$ cat config.mk
export PLATFORM = sky130hd
export DESIGN_NAME = pipe_hazard_ctrl
export DESIGN_NICKNAME = d
export VERILOG_FILES = /design/src/rtl/pipe_hazard_ctrl.sv
export SDC_FILE = /design/constraint.sdc
export NUM_CORES = 1
export LEC_CHECK = 0
export BUFFER_PORTS_ARGS = -buffer_cell sky130_fd_sc_hd__buf_2
export CAP_MARGIN = 20
export CORE_UTILIZATION = 39
export CTS_CLUSTER_SIZE = 28
export DETAILED_ROUTE_END_ITERATION = 10
export GPL_TIMING_DRIVEN = 0
export PLACE_DENSITY = 0.82
export SYNTH_ARGS = -nofsm -noshare
export SYNTH_HDL_FRONTEND = slang
export SYNTH_SLANG_ARGS = --single-unit
$ cat constraint.sdc
create_clock -name clkIn -period 1.77 [get_ports clkIn]
set_input_delay 0.0885 -clock clkIn [delete_from_list [all_inputs] [get_ports clkIn]]
set_output_delay 0.0885 -clock clkIn [all_outputs]
set_load 0.005 [all_outputs]
$ cat src/rtl/pipe_hazard_ctrl.sv
// Stall/flush scheduler for the 5-stage pipeline: redirect > MDU busy > load-use.
// Optional perf counters are built when HAZARD_PERF_CNT_EN is defined.
module pipe_hazard_ctrl #(
    parameter int unsigned FLUSH_CYCLES   = 1,
    parameter int unsigned MDU_MAX_CYCLES = 64
) (
    input  logic        clkIn,
    input  logic        resetIn,
    input  logic [4:0]  IDRsIn,
    input  logic [4:0]  IDRtIn,
    input  logic        IDUsesRsIn,
    input  logic        IDUsesRtIn,
    input  logic        EXMemReadIn,
    input  logic        EXRegWriteIn,
    input  logic [4:0]  EXRdIn,
    input  logic        EXRedirectIn,
    input  logic        mduStartIn,
    input  logic        mduDoneIn,
    output logic        stallPCOut,
    output logic        stallIFIDOut,
    output logic        flushIFIDOut,
    output logic        stallIDEXOut,
    output logic        flushIDEXOut,
    output logic        flushEXMEMOut,
    output logic        errOut,
    output logic [31:0] stallCntOut,
    output logic [31:0] flushCntOut
);

    localparam int unsigned FLUSH_W = 4;
    localparam int unsigned MDU_W   = $clog2(MDU_MAX_CYCLES + 1);

    localparam logic [1:0] RUN      = 2'd0;
    localparam logic [1:0] FLUSH    = 2'd1;
    localparam logic [1:0] MDU_WAIT = 2'd2;

    logic [1:0]         state;
    logic [1:0]         stateNext;
    logic [FLUSH_W-1:0] flushCnt;
    logic [FLUSH_W-1:0] flushCntNext;
    logic [MDU_W-1:0]   mduCnt;
    logic [MDU_W-1:0]   mduCntNext;
    logic               errNext;
    logic               loadUse;

    assign loadUse = EXMemReadIn && EXRegWriteIn && (EXRdIn != 5'd0) &&
                     ((IDUsesRsIn && (IDRsIn == EXRdIn)) ||
                      (IDUsesRtIn && (IDRtIn == EXRdIn)));

    // State, counters and the registered error pulse
    always_ff @(posedge clkIn) begin
        if (resetIn) begin
            state    <= RUN;
            flushCnt <= '0;
            mduCnt   <= '0;
            errOut   <= 1'b0;
        end else begin
            state    <= stateNext;
            flushCnt <= flushCntNext;
            mduCnt   <= mduCntNext;
            errOut   <= errNext;
        end
    end

    // Next state and same-cycle control outputs
    always_comb begin
        stateNext     = state;
        flushCntNext  = flushCnt;
        mduCntNext    = mduCnt;
        errNext       = 1'b0;
        stallPCOut    = 1'b0;
        stallIFIDOut  = 1'b0;
        flushIFIDOut  = 1'b0;
        stallIDEXOut  = 1'b0;
        flushIDEXOut  = 1'b0;
        flushEXMEMOut = 1'b0;
        case (state)
            RUN: begin
                if (EXRedirectIn) begin
                    flushIFIDOut = 1'b1;
                    flushIDEXOut = 1'b1;
                    errNext      = mduStartIn;
                    if (FLUSH_CYCLES > 1) begin
                        stateNext    = FLUSH;
                        flushCntNext = FLUSH_W'(FLUSH_CYCLES - 1);
                    end
                end else if (mduStartIn && !mduDoneIn) begin
                    stallPCOut    = 1'b1;
                    stallIFIDOut  = 1'b1;
                    stallIDEXOut  = 1'b1;
                    flushEXMEMOut = 1'b1;
                    stateNext     = MDU_WAIT;
                    mduCntNext    = MDU_W'(1);
                end else if (loadUse) begin
                    stallPCOut   = 1'b1;
                    stallIFIDOut = 1'b1;
                    flushIDEXOut = 1'b1;
                end
            end
            FLUSH: begin
                flushIFIDOut = 1'b1;
                if (EXRedirectIn) begin
                    flushIDEXOut = 1'b1;
                    flushCntNext = FLUSH_W'(FLUSH_CYCLES - 1);
                end else if (flushCnt <= FLUSH_W'(1)) begin
                    flushCntNext = '0;
                    stateNext    = RUN;
                end else begin
                    flushCntNext = flushCnt - FLUSH_W'(1);
                end
            end
            MDU_WAIT: begin
                if (mduDoneIn) begin
                    mduCntNext = '0;
                    stateNext  = RUN;
                end else begin
                    stallPCOut    = 1'b1;
                    stallIFIDOut  = 1'b1;
                    stallIDEXOut  = 1'b1;
                    flushEXMEMOut = 1'b1;
                    // Watchdog: give up on a hung MDU and flag it
                    if (mduCnt >= MDU_W'(MDU_MAX_CYCLES)) begin
                        mduCntNext = '0;
                        stateNext  = RUN;
                        errNext    = 1'b1;
                    end else begin
                        mduCntNext = mduCnt + MDU_W'(1);
                    end
                end
            end
            default: begin
                stateNext = RUN;
            end
        endcase
        if (resetIn) begin
            stallPCOut    = 1'b0;
            stallIFIDOut  = 1'b0;
            flushIFIDOut  = 1'b0;
            stallIDEXOut  = 1'b0;
            flushIDEXOut  = 1'b0;
            flushEXMEMOut = 1'b0;
        end
    end

`ifdef HAZARD_PERF_CNT_EN
    logic [31:0] stallCnt;
    logic [31:0] flushCnt32;

    // Free-running wrap-around event counters
    always_ff @(posedge clkIn) begin
        if (resetIn) begin
            stallCnt   <= '0;
            flushCnt32 <= '0;
        end else begin
            if (stallPCOut) begin
                stallCnt <= stallCnt + 32'd1;
            end
            if (flushIFIDOut) begin
                flushCnt32 <= flushCnt32 + 32'd1;
            end
        end
    end

    assign stallCntOut = stallCnt;
    assign flushCntOut = flushCnt32;
`else
    assign stallCntOut = '0;
    assign flushCntOut = '0;
`endif

endmodule

# After elaboration in Yosys (flattened, before gate mapping)
# Index checks and enable logic that the tools add are counted.
[word_totals]
register_bits = 14
latchBits = 0
mem_bits_rw = 0
rom_bits = 0
input_bits = 24
out_inout_bits = 71
word_cells = 65
mem_count = 0
[classes]
add_sub_neg = 2
mul = 0
div = 0
order_cmp = 2
n_eq_ne = 9
n_shift = 0
mux = 35
bitwise = 0
n_reduce_logical = 13
[op_table]
columns = ["cell", "count"]
rows = [
  ["$mux W7", 4],
  ["$mux W1", 16],
  ["$pmux W7 S2", 1],
  ["$mux W2", 6],
  ["$eq A5 B5 Y1", 2],
  ["$pmux W1 S2", 5],
  ["$mux W4", 2],
  ["$ne A2 B2 Y1 const B", 4],
  ["$add A7 B1 Y7 const B", 1],
  ["$ge A7 B7 Y1 const B", 1],
  ["$logic_and A1 B1 Y1", 6],
  ["$pmux W2 S3", 1],
  ["$reduce_and A5 Y1", 1],
  ["$reduce_bool A5 Y1", 1],
  ["$le A4 B1 Y1 const B", 1],
  ["$sub A4 B1 Y4 const B", 1],
  ["$ne A3 B3 Y1 const B", 1],
  ["$reduce_and A3 Y1", 1],
  ["$eq A2 B1 Y1 const B", 1],
  ["$eq A2 B2 Y1 const B", 1],
  ["$logic_not A2 Y1", 1],
  ["$reduce_bool A2 Y1", 1],
  ["$logic_not A1 Y1", 1],
  ["$logic_or A1 B1 Y1", 1],
]

# Depth between registers and ports, before layout
# Gate-level depths: netlist (run 1).
[logic_depth]
ltp_word = 9
depth_mapped = 5
mapped_depth_nobuf = 4

# Least setup slack after synthesis (run 1)
# OpenSTA, ideal clock, no wires.
[synth_path]
path_kind = "register to output"
start = "register state[1]"
end = "output port stallPCOut"
arrival_time_ns = 1.337
t_required_ns = 1.681
slack_ns = 0.344
stages_incl_launch_ff = 5
n_path_buf = 2
path_cell_list = "dfxtp_1 buf_2 or4_1 o21ai_0 buf_4"
[synth_via]
elab_chain_cells = 3
word_cells_on_any_way = 4
classes_between = "eq/ne (1); mux (2); reduce/logical (1)"
[synth_lines]
columns = ["element", "line_no", "text"]
rows = [
  ["from (decl)", "37", "logic [1:0] state;"],
  ["from (signal assigned)", "58", "state <= stateNext;"],
  ["$eq A2 B2 Y1 or $logic_not A2 Y1 (tied branches)", "n/a", ""],
  ["$pmux W1 S2 (*)", "n/a", ""],
  ["$mux W1 (*)", "n/a", ""],
  ["to (decl)", "19", "output logic stallPCOut,"],
]
# Mark *: on every way between the ends. The rest lies on a longest branch, timed or not.

# Worst setup path after layout (run 1)
[layout_path]
start = "register state[1]"
end = "output port flushIDEXOut"
[layout_via]
elab_chain_cells = 3
word_cells_on_any_way = 4
classes_between = "eq/ne (1); mux (2); reduce/logical (1)"
[layout_lines]
columns = ["element", "line_no", "text"]
rows = [
  ["$eq A2 B1 Y1 or $logic_not A2 Y1 (tied branches)", "77", "case (state)"],
  ["$pmux W1 S2 (*)", "77", ""],
  ["$mux W1 (*)", "135", "if (resetIn) begin"],
  ["to (decl)", "23", "output logic flushIDEXOut,"],
]
# Marks and branches as above.

==> impl_results.md, run 1 <==
* Max Cap Violations at 0
* Final min period at 1.68 ns
* Top achievable clock speed at 595 MHz
* Most common cell in the netlist: buf_4
* Setup CP Type: flip-flop to primary output
* H-tree level count at 1
* Mapped Cells at 141
* Finished Core Util at 57.4%
* Status: completed
* Synth unique cells at 35
* Synthesized area at 1120 um2
* Sequential area share after synthesis at 16.1%
* DP Cell Count at 264
* Clock insertion delay at the later pin of the skew report at 0.27 ns
* CTS tree: yes
* Initial antenna violation count at 0
* Final setup violating endpoints at 0
* GR Overflow Total at 0
* Clk slew on worst S/H paths at 0.06 ns
* Ys flop type: dfxtp_1
* CTS root buf: clkbuf_4
* Crit-path max FO at 11
* I/O pin cnt at 95
* Vias in the first global route at 899
* Ant diodes at 0
* ANT nets after route at 0
* Hold Path Class: primary input to flip-flop
* Final Non-Filler Cells at 267
* Initial Util at 41.0%
* Asr flop ratio synth at 0%
* Core Area at 2730 um2
* Rows at 19
* RSZ-0062 raised after global routing: no
* Total track usage at 14.3%
* Largest net degree at the start of global routing at 12
* CP Data Arrival Time at 1.59 ns
* Die Height at 55.6 um
* Fin crit share at 94.9%
* Number of setup buffers added after CTS at 0
* Area share of the leading cell type in the synthesized netlist at 44.2%
* Hold_buf cts at 0
* Fraction of layout cells with a size suffix above 1 at 44.9%
* Leading area contributor after synthesis: buf_4
* Cell area power density at 387 nW/um2
* CP endpoint kind: primary output
* Leak Pwr at 0.000920 uW
* Total CTS buffers at 3
* Area after DPL at 1540 um2
* Final Max Tran Viols at 0
* Post-synth EDFFs at 0
* Final setup TNS at 0 ns
* Port Buffers at 29
* 1st-iter DRT viols at 12
* DP HPWL at 1.78 mm
* Via count at 993
* Avg Cell Area, Syn at 7.95 um2
* Vias per inst at 3.72
* Final number of hold-violating endpoints at 0
* Die width at 55.6 um
* Wire length per cell at 7.70 um
* Yosys reg bits at 9
* Deepest clock path buffer count at 2
* VDD IR max at 0.293 mV
* Area grow syn2layout at 40.1%
* Final nets at 263
* Clock skew at 0.00927 ns
* Critical Path Start Type: flip-flop
* First-pass GRT wire length at 3.53 mm
* Yosys warns at 0
* Design area at 1570 um2
* DRT Pass-1 Iters at 4
* Final wirelength at 2.06 mm
* Worst path required time at 1.68 ns
* GP Congestion at 0.811
* Synth area leaders: buf_4 44%, dfxtp_1 16%, xor2_1 7.0%
* Clk sink count at 9
* Commonest cells in the netlist: 66 x buf_4, 9 x dfxtp_1, 9 x xor2_1
* Die Area at 3090 um2
* Drt drc at 0
-- cell usage in the layout, fill, tap and decap left out, types with 2 or more instances in the layout --
master,synthesis,layout
nor3b_1,2,2
nand2_1,5,5
buf_2,1,29
buf_4,66,66
nor3_1,2,2
or4_1,2,2
a31oi_1,2,2
dfxtp_1,9,8
nor4_1,2,2
o21ai_0,8,7
conb_1,1,64
nor2_1,5,5
clkbuf_4,0,3
xnor2_1,2,2
xor2_1,9,9
ha_1,2,2
inv_1,3,3
nand3_1,2,2
-- cell type report --
type | instances | area (um2)
Fill cell | 267 | 1160
Multi-Input combinational cell | 124 | 658
Buffer | 67 | 507
Sequential cell | 9 | 184
Timing Repair Buffer | 29 | 145
Tap cell | 31 | 38.8
Clock buffer | 4 | 26.3
Inverter | 3 | 11.3
-- cell families (layout without fill, tap and decap cells) --
logic type	after synthesis	count (layout)	share of synthesized area [%]
buf+inv	71	103	46.7
xor+xnor	11	11	8.59
simple gates	28	28	14.5
compound gates	19	19	11.6
flops	9	9	16.1
other cells	1	64	0.335
fa+ha+maj	2	2	2.23
-- report_power, final --
part / switching, uW / total (uW) / internal, uW
clock network: 76.6 / 164 / 87.1
registers: 4.83 / 210 / 205
logic: 94.4 / 234 / 140
total: 176 / 608 / 432
-- worst paths after layout --
check	from	slack, ns	cells past startpoint	to
min reg2reg	mduCnt[4]	0.48	1	mduCnt[4]
max	state[1]	0.09	4	flushIDEXOut
min	resetIn	0.02	2	errOut
max reg2reg	mduCnt[6]	0.39	4	mduCnt[5]
-- stage by stage --
step | power, uW | hold slack [ns] | setup slack, ns
floorplan | 396 | 0.273 | 0.344
global placement | 442 | 0.289 | 0.241
detailed placement | 443 | 0.289 | 0.229
CTS | 605 | 0.0144 | 0.0181
global route | 654 | 0.0147 | 0.00379
finish | 608 | 0.0178 | 0.0907
-- worst max-delay path: stages (launching register included) --
cell and delay, ns:
dfxtp_4 0.38, or3_4 0.40, or2_2 0.30, o21bai_1 0.12
buf_2 0.13
-- state kept, by name (all words and copies together) (netlist names) --
register,flops
mduCnt,7
errOut,1
state,1
-- routing by layer --
metal | global-route usage, % | up-vias | wire [um]
met5 | 0 | - | 0
met4 | 4.29 | 0 | 20
met2 | 29.1 | 55 | 1140
met3 | 5.35 | 2 | 243
met1 | 12.8 | 403 | 649
li1 | - | 533 | -
-- repair_timing --
| action | CTS | global route |
|---|---|---|
| gates cloned | 0 | 0 |
| gates resized for setup | 1 | 3 |
| setup endpoints to repair | 2 | 2 |
Power figures use the tool's default switching activity.
==> run 2, diff against run 1 <==
--- a/config.mk
+++ b/config.mk
@@ -8,6 +8,7 @@
 export BUFFER_PORTS_ARGS = -buffer_cell sky130_fd_sc_hd__buf_2
 export CAP_MARGIN = 20
 export CORE_UTILIZATION = 39
+export CTS_BUF_LIST = sky130_fd_sc_hd__clkbuf_8 sky130_fd_sc_hd__clkbuf_16
 export CTS_CLUSTER_SIZE = 28
 export DETAILED_ROUTE_END_ITERATION = 10
 export GPL_TIMING_DRIVEN = 0
==> run 2 against run 1 <==
Global-route usage fell by 0.15 points. Flip-flop and latch count did not move. Clock power rose by 47%. Critical path type unchanged. Highest routed layer unchanged.
==> impl_results.md, run 2 (same netlist as run 1, synthesis figures left out) <==
* Status: completed (unchanged)
* Top flop regs: mduCnt x7, errOut x1, state x1 (unchanged)
* Port Buffers at 29 (unchanged)
* Die Area at 3090 um2 (unchanged)
* Commonest non-fill, non-tap cell in the layout: buf_4 (unchanged)
* First-pass GRT wire length at 3.41 mm (was 3.53 mm)
* Max Cap Violations at 0 (unchanged)
* Clk network pwr share at 35.2% (was 26.9%)
* Clk slew on worst S/H paths at 0.04 ns (was 0.06 ns)
* H-tree level count at 1 (unchanged)
* Final setup TNS at 0 ns (unchanged)
* Most flop-heavy register: mduCnt (unchanged)
* Worst path required time at 1.68 ns (about the same)
* Fraction of layout cells with a size suffix above 1 at 44.5% (was 44.9%)
* DRT Pass-1 Iters at 4 (unchanged)
* Leak Pwr at 0.000929 uW (was 0.000920 uW)
* Crit-path leading delay family: simple AND/OR/NAND/NOR gates (unchanged)
* Area grow syn2layout at 41.2% (was 40.1%)
* Rows at 19 (unchanged)
* Switching pwr at 187 uW (was 176 uW)
* CP Data Arrival Time at 1.56 ns (was 1.59 ns)
* Highest-delay cell along the critical path: or3_4 (unchanged)
* Clock insertion delay at the later pin of the skew report at 0.24 ns (was 0.27 ns)
* Buf/Inv on CP at 1 (unchanged)
* Die width at 55.6 um (unchanged)
* Vias in the first global route at 867 (was 899)
* Critical Path Start Type: flip-flop (unchanged)
* ANT nets after route at 0 (unchanged)
* Crit-path max FO at 11 (unchanged)
* Vias per inst at 3.72 (unchanged)
* Hold Path Class: primary input to flip-flop (unchanged)
* Pint at 499 uW (was 432 uW)
* Net Sw Frac at 27.3% (was 28.9%)
* Total CTS buffers at 3 (unchanged)
* Clk sink count at 9 (unchanged)
* CTS tree: yes (unchanged)
* Ant diodes at 0 (unchanged)
* Crit-path cells: or3_4 > or2_2 > o21bai_1 > buf_2 (unchanged)
* Largest register FFs at 7 (unchanged)
* Cell area power density at 433 nW/um2 (was 387 nW/um2)
* Power consumption at 686 uW (was 608 uW)
* Drt drc at 0 (unchanged)
* Core Area at 2730 um2 (unchanged)
* Initial Util at 41.0% (unchanged)
* Setup CP Type: flip-flop to primary output (unchanged)
* Wire length per cell at 7.42 um (was 7.70 um)
* Final Max Tran Viols at 0 (unchanged)
* CP peak stage delay at 0.41 ns (was 0.40 ns)
* Initial antenna violation count at 0 (unchanged)
* Commonest non-fill, non-tap cells in the layout: 66 x buf_4, 64 x conb_1, 29 x buf_2, 9 x xor2_1, 8 x dfxtp_1 (unchanged)
* Comb pwr share at 34.0% (was 38.6%)
* Deepest clock path buffer count at 2 (unchanged)
* Total track usage at 14.2% (was 14.3%)
* VDD IR max at 0.337 mV (was 0.293 mV)
* GP Congestion at 0.811 (unchanged)
* 1st-iter DRT viols at 5 (was 12)
* Final nets at 263 (unchanged)
* I/O pin cnt at 95 (unchanged)
* Final min period at 1.65 ns (was 1.68 ns)
* CP endpoint kind: primary output (unchanged)
* GR Overflow Total at 0 (unchanged)
* Die Height at 55.6 um (unchanged)
* CTS root buf: clkbuf_8 (was clkbuf_4)
* Final setup violating endpoints at 0 (unchanged)
* Clock skew at 0.00595 ns (was 0.00927 ns)
* DP HPWL at 1.78 mm (unchanged)
* Top achievable clock speed at 607 MHz (was 595 MHz)
* Final number of hold-violating endpoints at 0 (unchanged)
* Final wirelength at 1.98 mm (was 2.06 mm)
* Sequential share of power at 30.8% (was 34.5%)
* Largest net degree at the start of global routing at 12 (unchanged)
* Number of setup buffers added after CTS at 0 (unchanged)
* RSZ-0062 raised after global routing: no (unchanged)
* Fin crit share at 93.1% (was 94.9%)
* Via count at 993 (unchanged)
-- run 2: metal layers --
| metal | vias to the layer above | share of wire, % | wire [um] | track usage (%) |
|---|---|---|---|---|
| met4 | 0 | 2.2 | 44 | 7.50 |
| met2 | 61 | 54 | 1070 | 26.9 |
| met5 | - | 0 | 0 | 0 |
| met1 | 395 | 32 | 634 | 12.9 |
| li1 | 532 | - | - | - |
| met3 | 5 | 12 | 236 | 5.35 |
-- run 2: timing repair --
item / in CTS / in global routing
endpoints found under the hold margin: 0 / 0
gates resized for setup: 1 / 1
hold buffers: 0 / 0
setup endpoints to repair: 2 / 2
-- run 2: layout make-up --
cell class	instances	area, um2
sequential	9	181
buffer	67	507
multi-input combinational	124	654
fill	263	1150
clock buffer	3	41.3
inverter	3	11.3
tap	31	38.8
clock inverter	1	3.75
timing repair buffer	29	145
-- run 2: stage by stage --
stage	setup slack, ns	hold WS, ns	utilization, %	cell area (um2)	std cells
2_1_floorplan	0.344	0.273	-	1360	204
3_3_place_gp	0.241	0.289	56.4	1540	264
3_5_place_dp	0.229	0.289	56.4	1540	264
4_1_cts	0.0438	0.0356	57.8	1580	267
5_1_grt	0.0299	0.0452	57.9	1580	267
6_report	0.121	0.0437	57.9	1580	267
-- run 2: final timing paths --
| path | from | to | slack (ns) | depth (start not counted) |
|---|---|---|---|---|
| setup / recovery | state[1] | flushIDEXOut | 0.12 | 4 |
| hold reg to reg | mduCnt[4] | mduCnt[4] | 0.47 | 1 |
| setup reg to reg | state[1] | mduCnt[5] | 0.40 | 4 |
| hold / removal | resetIn | errOut | 0.04 | 2 |
-- run 2: power by group through the flow --
stage	sequential (uW)	clock [uW]	combinational [uW]
6_report	211	241	233
5_1_grt	212	261	259
4_1_cts	211	247	228
3_5_place_dp	213	0	230
3_3_place_gp	213	0	228
2_1_floorplan	213	0	183
==> run 3, diff against run 2 <==
--- a/config.mk
+++ b/config.mk
@@ -7,12 +7,12 @@
 export LEC_CHECK = 0
 export BUFFER_PORTS_ARGS = -buffer_cell sky130_fd_sc_hd__buf_2
 export CAP_MARGIN = 20
-export CORE_UTILIZATION = 39
+export CORE_UTILIZATION = 35
 export CTS_BUF_LIST = sky130_fd_sc_hd__clkbuf_8 sky130_fd_sc_hd__clkbuf_16
 export CTS_CLUSTER_SIZE = 28
 export DETAILED_ROUTE_END_ITERATION = 10
 export GPL_TIMING_DRIVEN = 0
-export PLACE_DENSITY = 0.82
+export PLACE_DENSITY = 0.77
 export SYNTH_ARGS = -nofsm -noshare
 export SYNTH_HDL_FRONTEND = slang
 export SYNTH_SLANG_ARGS = --single-unit
==> constraint.sdc (replaced) <==
create_clock -name clkIn -period 1.4 [get_ports clkIn]
set_input_delay 0.07 -clock clkIn [delete_from_list [all_inputs] [get_ports clkIn]]
set_output_delay 0.07 -clock clkIn [all_outputs]
set_load 0.005 [all_outputs]
==> run 3 against run 2 <==
The run now ends with negative setup slack left. Critical path depth grew 1. Power grew 29%. Clock power grew 28%. Clock skew grew 0.0023 ns. Worst setup slack lost 0.31 ns.
==> impl_results.md, run 3 (same netlist as run 1, synthesis figures left out) <==
* Vias in the first global route at 774 (was 867)
* Port Buffers at 29 (unchanged)
* Die Area at 3430 um2 (was 3090 um2)
* Area grow syn2layout at 49.7% (was 41.2%)
* VDD IR max at 0.203 mV (was 0.337 mV)
* Commonest non-fill, non-tap cell in the layout: buf_4 (unchanged)
* Fin crit share at 114%
* CP Data Arrival Time at 1.52 ns (was 1.56 ns)
* Critical Path Start Type: flip-flop (unchanged)
* Failing checks: negative setup slack
* CP endpoint kind: primary output (unchanged)
* GR Overflow Total at 0 (unchanged)
* Worst R2R Path Depth at 4 (unchanged)
* Final min period at 1.59 ns
* Crit-path cells: buf_6 > or4_4 > o21ai_4 > buf_6 > buf_6 (was or3_4 > or2_2 > o21bai_1 > buf_2)
* Final nets at 267 (was 263)
* Hold Slack at 0.0285 ns (was 0.0437 ns)
* RSZ-0062 raised after global routing: yes (was no)
* Fraction of layout cells with a size suffix above 1 at 47.9% (was 44.5%)
* Initial antenna violation count at 0 (unchanged)
* Top flop regs: mduCnt x7, errOut x1, state x1 (unchanged)
* Clock insertion delay at the later pin of the skew report at 0.24 ns (about the same)
* CP most frequent cell: buf_6
* CP peak stage delay at 0.49 ns (was 0.41 ns)
* Final setup violating endpoints at 4 (was 0)
* Final wirelength at 2.04 mm (was 1.98 mm)
* Total CTS buffers at 3 (unchanged)
* Initial Util at 36.7% (was 41.0%)
* 1st-iter DRT viols at 7 (was 5)
* Fillers at 303 (was 263)
* Total track usage at 11.8% (was 14.2%)
* H-tree level count at 1 (unchanged)
* ANT nets after route at 0 (unchanged)
* Drt drc at 0 (unchanged)
* Crit-path leading delay family: simple AND/OR/NAND/NOR gates (unchanged)
* Hold depth at 2 (unchanged)
* Design area at 1680 um2 (was 1580 um2)
* Met1 Use GR at 11.9% (was 12.9%)
* Die Height at 58.6 um (was 55.6 um)
* First-pass GRT wire length at 3.14 mm (was 3.41 mm)
* GR Layer Usage met3 at 3.96% (was 5.35%)
* Highest-delay cell along the critical path: or4_4 (was or3_4)
* Most flop-heavy register: mduCnt (unchanged)
* Worst path required time at 1.33 ns (was 1.68 ns)
* Setup CP Type: flip-flop to primary output (unchanged)
* Hold Path Class: primary input to flip-flop (unchanged)
* I/O pin cnt at 95 (unchanged)
* Clk slew on worst S/H paths at 0.05 ns (was 0.04 ns)
* DRT Pass-1 Iters at 5 (was 4)
* Deepest clock path buffer count at 2 (unchanged)
* Status: complete, but fails checks (was completed)
* GR peak layer: met2 (unchanged)
* Commonest non-fill, non-tap cells in the layout: 68 x buf_4, 64 x conb_1, 28 x buf_2, 9 x xor2_1, 7 x dfxtp_1 (was 66 x buf_4, 64 x conb_1, 29 x buf_2, 9 x xor2_1, 8 x dfxtp_1)
* Via count at 1012 (was 993)
* Largest net degree at the start of global routing at 10 (was 12)
* CTS root buf: clkbuf_8 (unchanged)
* Ant diodes at 0 (unchanged)
* CTS tree: yes (unchanged)
* Top achievable clock speed at 628 MHz
* DP HPWL at 1.76 mm (was 1.78 mm)
* Buf/Inv on CP at 3 (was 1)
* Clk sink count at 9 (unchanged)
* Clock skew at 0.00828 ns (was 0.00595 ns)
* Wire length per cell at 7.19 um (was 7.42 um)
* Area after DPL at 1560 um2 (was 1540 um2)
* Vias per inst at 3.56 (was 3.72)
* Rows at 20 (was 19)
* Cell area power density at 528 nW/um2 (was 433 nW/um2)
* Final number of hold-violating endpoints at 0 (unchanged)
* Met2 usage at 22.8% (was 26.9%)
* Core Area at 3050 um2 (was 2730 um2)
* Crit-path max FO at 5 (was 11)
* Final WS setup at -0.193 ns (was 0.121 ns)
* Power consumption at 887 uW (was 686 uW)
* Crit path depth at 5 (was 4)
* Leak Pwr at 0.000960 uW (was 0.000929 uW)
* Hold_buf cts at 0 (unchanged)
* Die width at 58.6 um (was 55.6 um)
* Max Cap Violations at 0 (unchanged)
* Final Max Tran Viols at 0 (unchanged)
* GP Congestion at 0.724 (was 0.811)
* Largest register FFs at 7 (unchanged)
[run 3: cell types whose count changed in the layout (fill, tap and decap cells not counted), sizes merged]
cell    before  now
clkinv       0    1
buf         96  100
inv          4    3
[run 3: stage by stage]
| stage | util, % | std cells | setup TNS, ns | setup WS (ns) |
|---|---|---|---|---|
| after floorplan | - | 204 | 0 | 0.0672 |
| after global placement | 51.0 | 277 | -0.123 | -0.0665 |
| after detailed placement | 51.0 | 277 | -0.167 | -0.0770 |
| after CTS | 54.0 | 283 | -0.650 | -0.213 |
| after global routing | 55.0 | 284 | -0.708 | -0.233 |
| final | 55.0 | 284 | -0.519 | -0.193 |
[run 3: layout make-up]
type / count / area, um2 / share of cell area, %
inverter: 3 / 11.3 / 0.671
multi-input combinational: 124 / 687 / 40.9
clock inverter: 1 / 5.00 / 0.298
sequential: 9 / 183 / 10.9
clock buffer: 3 / 41.3 / 2.46
buffer: 68 / 522 / 31.1
timing repair buffer: 32 / 174 / 10.4
tap: 44 / 55.1 / 3.28
[run 3: where the power goes]
group          total, uW  leakage (uW)  internal [uW]  switching [uW]
clock                309     0.0000255            195             114
combinational        313      0.000860            188             125
sequential           265     0.0000738            261            3.87
[run 3: path summary, 6_finish.rpt]
path | endpoint | slack (ns) | start
worst max register to register | mduCnt[5] | 0.08 | mduCnt[6]
worst min register to register | state[1] | 0.47 | mduCnt[6]
worst min-delay path | mduCnt[0] | 0.03 | resetIn
worst max-delay path | stallPCOut | -0.19 | state[1]
[run 3: worst register-to-register path, delay by kind of cell, from the launching register on]
family             cells  cell delay, ns
AOI/OAI and AO/OA      2            0.24
DFF                    1            0.33
and+or+nand+nor        2            0.66
[run 3: timing repair]
item,CTS,global route
endpoints found under the setup margin,5,8
setup buffers,2,1
gates resized for setup,8,6
pin swaps,5,3
[run 3: metal layers]
layer / wire (um) / vias to the layer above
met1: 756 / 421
met3: 185 / 2
met5: 0 / -
li1: - / 536
met4: 13 / 0
met2: 1090 / 53
